--- src/rtl/seq_add_sub.sv ---
// Sequential adder/subtractor: processes DIGIT bits per clock, LSB slice first,
// and publishes result, carry and two's-complement overflow once per operation.
module seq_add_sub #(
   parameter int WIDTH = 8,
   parameter int DIGIT = 1
) (
   input  logic             clk,
   input  logic             rst,
   input  logic             start,
   input  logic             sub,
   input  logic [WIDTH-1:0] a,
   input  logic [WIDTH-1:0] b,
   output logic             busy,
   output logic             done,
   output logic [WIDTH-1:0] result,
   output logic             carry,
   output logic             overflow
);

   localparam int N  = WIDTH / DIGIT;
   localparam int CW = (N > 1) ? $clog2(N) : 1;
   localparam logic [CW-1:0] LAST = CW'(N - 1);

   localparam logic [1:0] IDLE = 2'd0;
   localparam logic [1:0] RUN  = 2'd1;
   localparam logic [1:0] FIN  = 2'd2;

   logic [1:0]       state;
   logic [CW-1:0]    cnt;
   logic [WIDTH-1:0] a_sh;
   logic [WIDTH-1:0] b_sh;
   logic [WIDTH-1:0] res_sh;
   logic             sub_q;
   logic             cy;

   logic [DIGIT-1:0] a_dig;
   logic [DIGIT-1:0] b_dig;
   logic [DIGIT:0]   dig_sum;
   logic             c_msb;
   logic [WIDTH-1:0] res_nxt;

   function automatic logic [DIGIT:0] slice_add(input logic [DIGIT-1:0] x,
                                                input logic [DIGIT-1:0] y,
                                                input logic             ci);
      return {1'b0, x} + {1'b0, y} + {{DIGIT{1'b0}}, ci};
   endfunction

   assign a_dig   = a_sh[DIGIT-1:0];
   assign b_dig   = b_sh[DIGIT-1:0] ^ {DIGIT{sub_q}};
   assign dig_sum = slice_add(a_dig, b_dig, cy);
   // Carry into the slice MSB recovered from its sum bit; on the last slice this is bit WIDTH-1.
   assign c_msb   = dig_sum[DIGIT-1] ^ a_dig[DIGIT-1] ^ b_dig[DIGIT-1];
   assign res_nxt = WIDTH'({dig_sum[DIGIT-1:0], res_sh} >> DIGIT);

   assign busy = (state == RUN);
   assign done = (state == FIN);

   always_ff @(posedge clk or posedge rst) begin
      if (rst) begin
         state    <= IDLE;
         cnt      <= '0;
         a_sh     <= '0;
         b_sh     <= '0;
         res_sh   <= '0;
         sub_q    <= 1'b0;
         cy       <= 1'b0;
         result   <= '0;
         carry    <= 1'b0;
         overflow <= 1'b0;
      end else begin
         case (state)
            IDLE, FIN: begin
               if (start) begin
                  a_sh  <= a;
                  b_sh  <= b;
                  sub_q <= sub;
                  cy    <= sub;
                  cnt   <= '0;
                  state <= RUN;
               end else begin
                  state <= IDLE;
               end
            end
            RUN: begin
               a_sh   <= a_sh >> DIGIT;
               b_sh   <= b_sh >> DIGIT;
               res_sh <= res_nxt;
               cy     <= dig_sum[DIGIT];
               cnt    <= cnt + CW'(1);
               if (cnt == LAST) begin
                  state    <= FIN;
                  result   <= res_nxt;
                  carry    <= dig_sum[DIGIT];
                  overflow <= c_msb ^ dig_sum[DIGIT];
               end
            end
            default: state <= IDLE;
         endcase
      end
   end

endmodule

--- config.mk ---
export PLATFORM = sky130hd
export DESIGN_NAME = seq_add_sub
export DESIGN_NICKNAME = d
export VERILOG_FILES = /design/src/rtl/seq_add_sub.sv
export SDC_FILE = /design/constraint.sdc
export NUM_CORES = 1
export LEC_CHECK = 0
export ABC_AREA = 0
export ABC_CLOCK_PERIOD_IN_PS = 2100
export CAP_MARGIN = 20
export CELL_PAD_IN_SITES_DETAIL_PLACEMENT = 1
export CELL_PAD_IN_SITES_GLOBAL_PLACEMENT = 2
export CORE_UTILIZATION = 30
export DETAILED_ROUTE_END_ITERATION = 10
export DONT_BUFFER_PORTS = 1
export GPL_TIMING_DRIVEN = 0
export HOLD_SLACK_MARGIN = 0.05
export PLACE_DENSITY_LB_ADDON = 0.1
export SLEW_MARGIN = 25
export SYNTH_ARGS = -nofsm -noshare
export SYNTH_HDL_FRONTEND = slang
export SYNTH_SLANG_ARGS = --single-unit
--- constraint.sdc ---
create_clock -name clk -period 2.1 [get_ports clk]
set_input_delay 0.42 -clock clk [delete_from_list [all_inputs] [get_ports clk]]
set_output_delay 0.42 -clock clk [all_outputs]
set_load 0.01 [all_outputs]
==> out/qor.txt <==
status -> finished clean
Post-synth EDFFs -> 0
layout cells sized above 1 -> 0.1732
core area -> 0.005574 mm2
Finished Cell Area -> 0.001967 mm2
CTS buffer count -> 5
syn avg cell area -> 10.34 um2
chip width -> 78.31 um
Place WS -> 0.5192 ns
RSZ-0062 raised after global routing -> false
antenna-violating nets left -> 0
final setup fails -> 0
I/O pin count -> 32
Max rail drop VDD -> 0.3875 mV
PnR worst setup slack -> 0.5213 ns
critical path endpoint category -> register
vias in the first global route -> 1304
H-tree Lvls -> 2
largest net degree at the start of global routing -> 24
Netlist Area Pre-Place -> 0.001747 mm2
n_diodes -> 0
pwr/cell area -> 1599 mW/mm2
setup bufs post-CTS -> 0
Critical Path Fanout Max -> 10
Worst-Skew Late Latency -> 0.29 ns
routed wire length -> 3.647 mm
P_leak -> 0.0009442 uW
detailed-route DRC error count -> 0
CP cell instances -> ha_1, ha_1, nand3b_4, buf_6, mux2_2
NumNets Final -> 202
register bit total from synthesis -> 40
sequential element share of the synthesized area -> 0.5731
Slew headroom -> 0.6979
die area -> 0.006132 mm2
first-pass iteration count of the detailed router -> 4
Final min period -> 1.579 ns
hpwl dp -> 2.662 mm
hold-fix buffers at CTS -> 1
slowest stage delay, CP -> 0.42 ns
clock sink total -> 40
first-pass GRT wire length -> 6.396 mm
Crit-path slowest cell -> dfrtp_1
Critical Path End -> result[4]
CTS root buf -> clkbuf_8
I/O Buffers -> 0
Final Max Tran Viols -> 0
Post-Place Cell Area -> 0.001864 mm2
clk_skew -> 0.005052 ns
final hold violations -> 0
global route overflow -> 0
FFs w/ async S/R, synth -> 1.000
Max-cap violations -> 0
R2R Setup Slk -> 0.52 ns
hold_ws -> 0.2713 ns
Die Ht -> 78.31 um
Final Cycle Share -> 0.7518
CP required -> 2.28 ns
Worst R2R End -> result[4]
clock buffer depth -> 2
syn nets -> 193
Startpoint Class -> register
Tot GR Track Use -> 0.1376
TNS Setup -> 0 ns
Starting Density -> 0.3134
fmax -> 0.6334 GHz
Arr. time, crit path -> 1.76 ns
Worst Setup SP -> cnt[0]
synthesis-to-layout area growth -> 12.61%
1st-iter DRT viols -> 26
worst r2r src -> cnt[0]
Register-to-Register Path Depth -> 5
row cnt -> 27
cells after synthesis -> 169
cts repair resizes -> 0
Placer Congestion -> 0.6825
initial antenna violation count -> 0
routed len/inst -> 14.53 um
Worst-Margin Slew -> 0.4525 ns
CTS tree -> done
most used cell along the critical path -> ha_1
Avg Vias per Cell -> 4.697
Post-synth top flop -> dfrtp_1
Clock transition at path regs -> 0.08 ns
WS Path Type -> reg2reg
DR vias -> 1179
worst hold path class -> in2reg
Distinct cells, synth -> 24
warnings from Yosys -> 0
## cells in the final DEF (no fill, tap or decap), types with 2 or more instances in the layout
cell | Yosys | routed
buf_6 | 3 | 3
nand2b_1 | 2 | 2
xnor2_1 | 2 | 2
clkbuf_8 | 0 | 6
inv_1 | 4 | 3
o21ai_0 | 6 | 6
nor2_1 | 14 | 14
a31oi_1 | 14 | 14
nand2_1 | 54 | 54
mux2_2 | 7 | 7
a22o_1 | 4 | 4
buf_2 | 5 | 5
clkinv_2 | 0 | 2
ha_1 | 3 | 3
dfrtp_1 | 40 | 40
## synth_stat cells, types with 2 or more instances
cell type / count / share of area
nand2b_1: 2 / 0.0072
nor2_1: 14 / 0.030
inv_1: 4 / 0.0086
o21ai_0: 6 / 0.017
a22o_1: 4 / 0.020
nand2_1: 54 / 0.12
ha_1: 3 / 0.021
buf_2: 5 / 0.014
buf_6: 3 / 0.019
mux2_2: 7 / 0.045
a31oi_1: 14 / 0.050
xnor2_1: 2 / 0.010
dfrtp_1: 40 / 0.57
## worst min-delay path by stage
stage / depth (start not counted) / slack [ns] / startpoint / to
final: 1 / 0.27 / a[7] / a_sh[7]
after global routing: 2 / 0.26 / sub / sub_q
after CTS: 2 / 0.26 / sub / sub_q
after detailed placement: 1 / 0.34 / rst / result[7]
after global placement: 2 / 0.46 / res_sh[1] / res_sh[1]
after floorplan: 2 / 0.44 / res_sh[1] / res_sh[1]
## worst max-delay path: cells and delay by family (launching register included)
kind,cells,cell delay (ns)
adders and majority gates,2,0.44
buffers and inverters,1,0.15
DFF,1,0.42
muxes,1,0.34
and+or+nand+nor,1,0.13
## final cells by class
cell class	count	area (um2)
Sequential cell	40	1001
Timing Repair Buffer	2	37.54
Fill cell	638	3607
Clock inverter	2	10.01
Buffer	10	86.33
Inverter	5	21.27
Multi-Input combinational cell	114	638.1
Clock buffer	6	82.58
Tap cell	72	90.09
## stage by stage
| step | cells | utilization | power [uW] |
|---|---|---|---|
| finish | 251 | 0.3529 | 3145 |
| global route | 251 | 0.3529 | 3465 |
| CTS | 251 | 0.3529 | 3232 |
| detailed placement | 242 | 0.3345 | 2683 |
| global placement | 241 | 0.3295 | 2608 |
| floorplan | 169 | - | 2351 |
## routing by layer
layer / vias up / global-route usage / part of all wire
li1: 573 / - / -
met1: 573 / 0.1769 / 0.45
met2: 27 / 0.2193 / 0.48
met3: 6 / 0.04302 / 0.056
met4: 0 / 0.04444 / 0.013
met5: - / 0 / 0
## power by group
group          leakage, uW  internal, uW  switching [uW]  total, uW
registers         0.000482          1150             273       1420
clock network    0.0000510           262             265        527
logic             0.000411           538             661       1200
total             0.000944          1950            1200       3140
## sequential cells by signal, indices dropped and copies added, names as in the netlist
signal / cells
state: 2
res_sh: 7
a_sh: 8
cnt: 3
cy: 1
sub_q: 1
overflow: 1
result: 8
b_sh: 8
carry: 1
## cells by family (layout without fill, tap and decap cells)
family | after synthesis | in the layout | share of synthesized area
simple gates | 75 | 75 | 0.1798
flops | 40 | 40 | 0.5731
compound gates | 25 | 25 | 0.09240
buf+inv | 15 | 25 | 0.06160
mux | 7 | 7 | 0.04513
fa+ha+maj | 4 | 4 | 0.03295
xor+xnor | 3 | 3 | 0.01505
(Power assumes the default switching activity.)
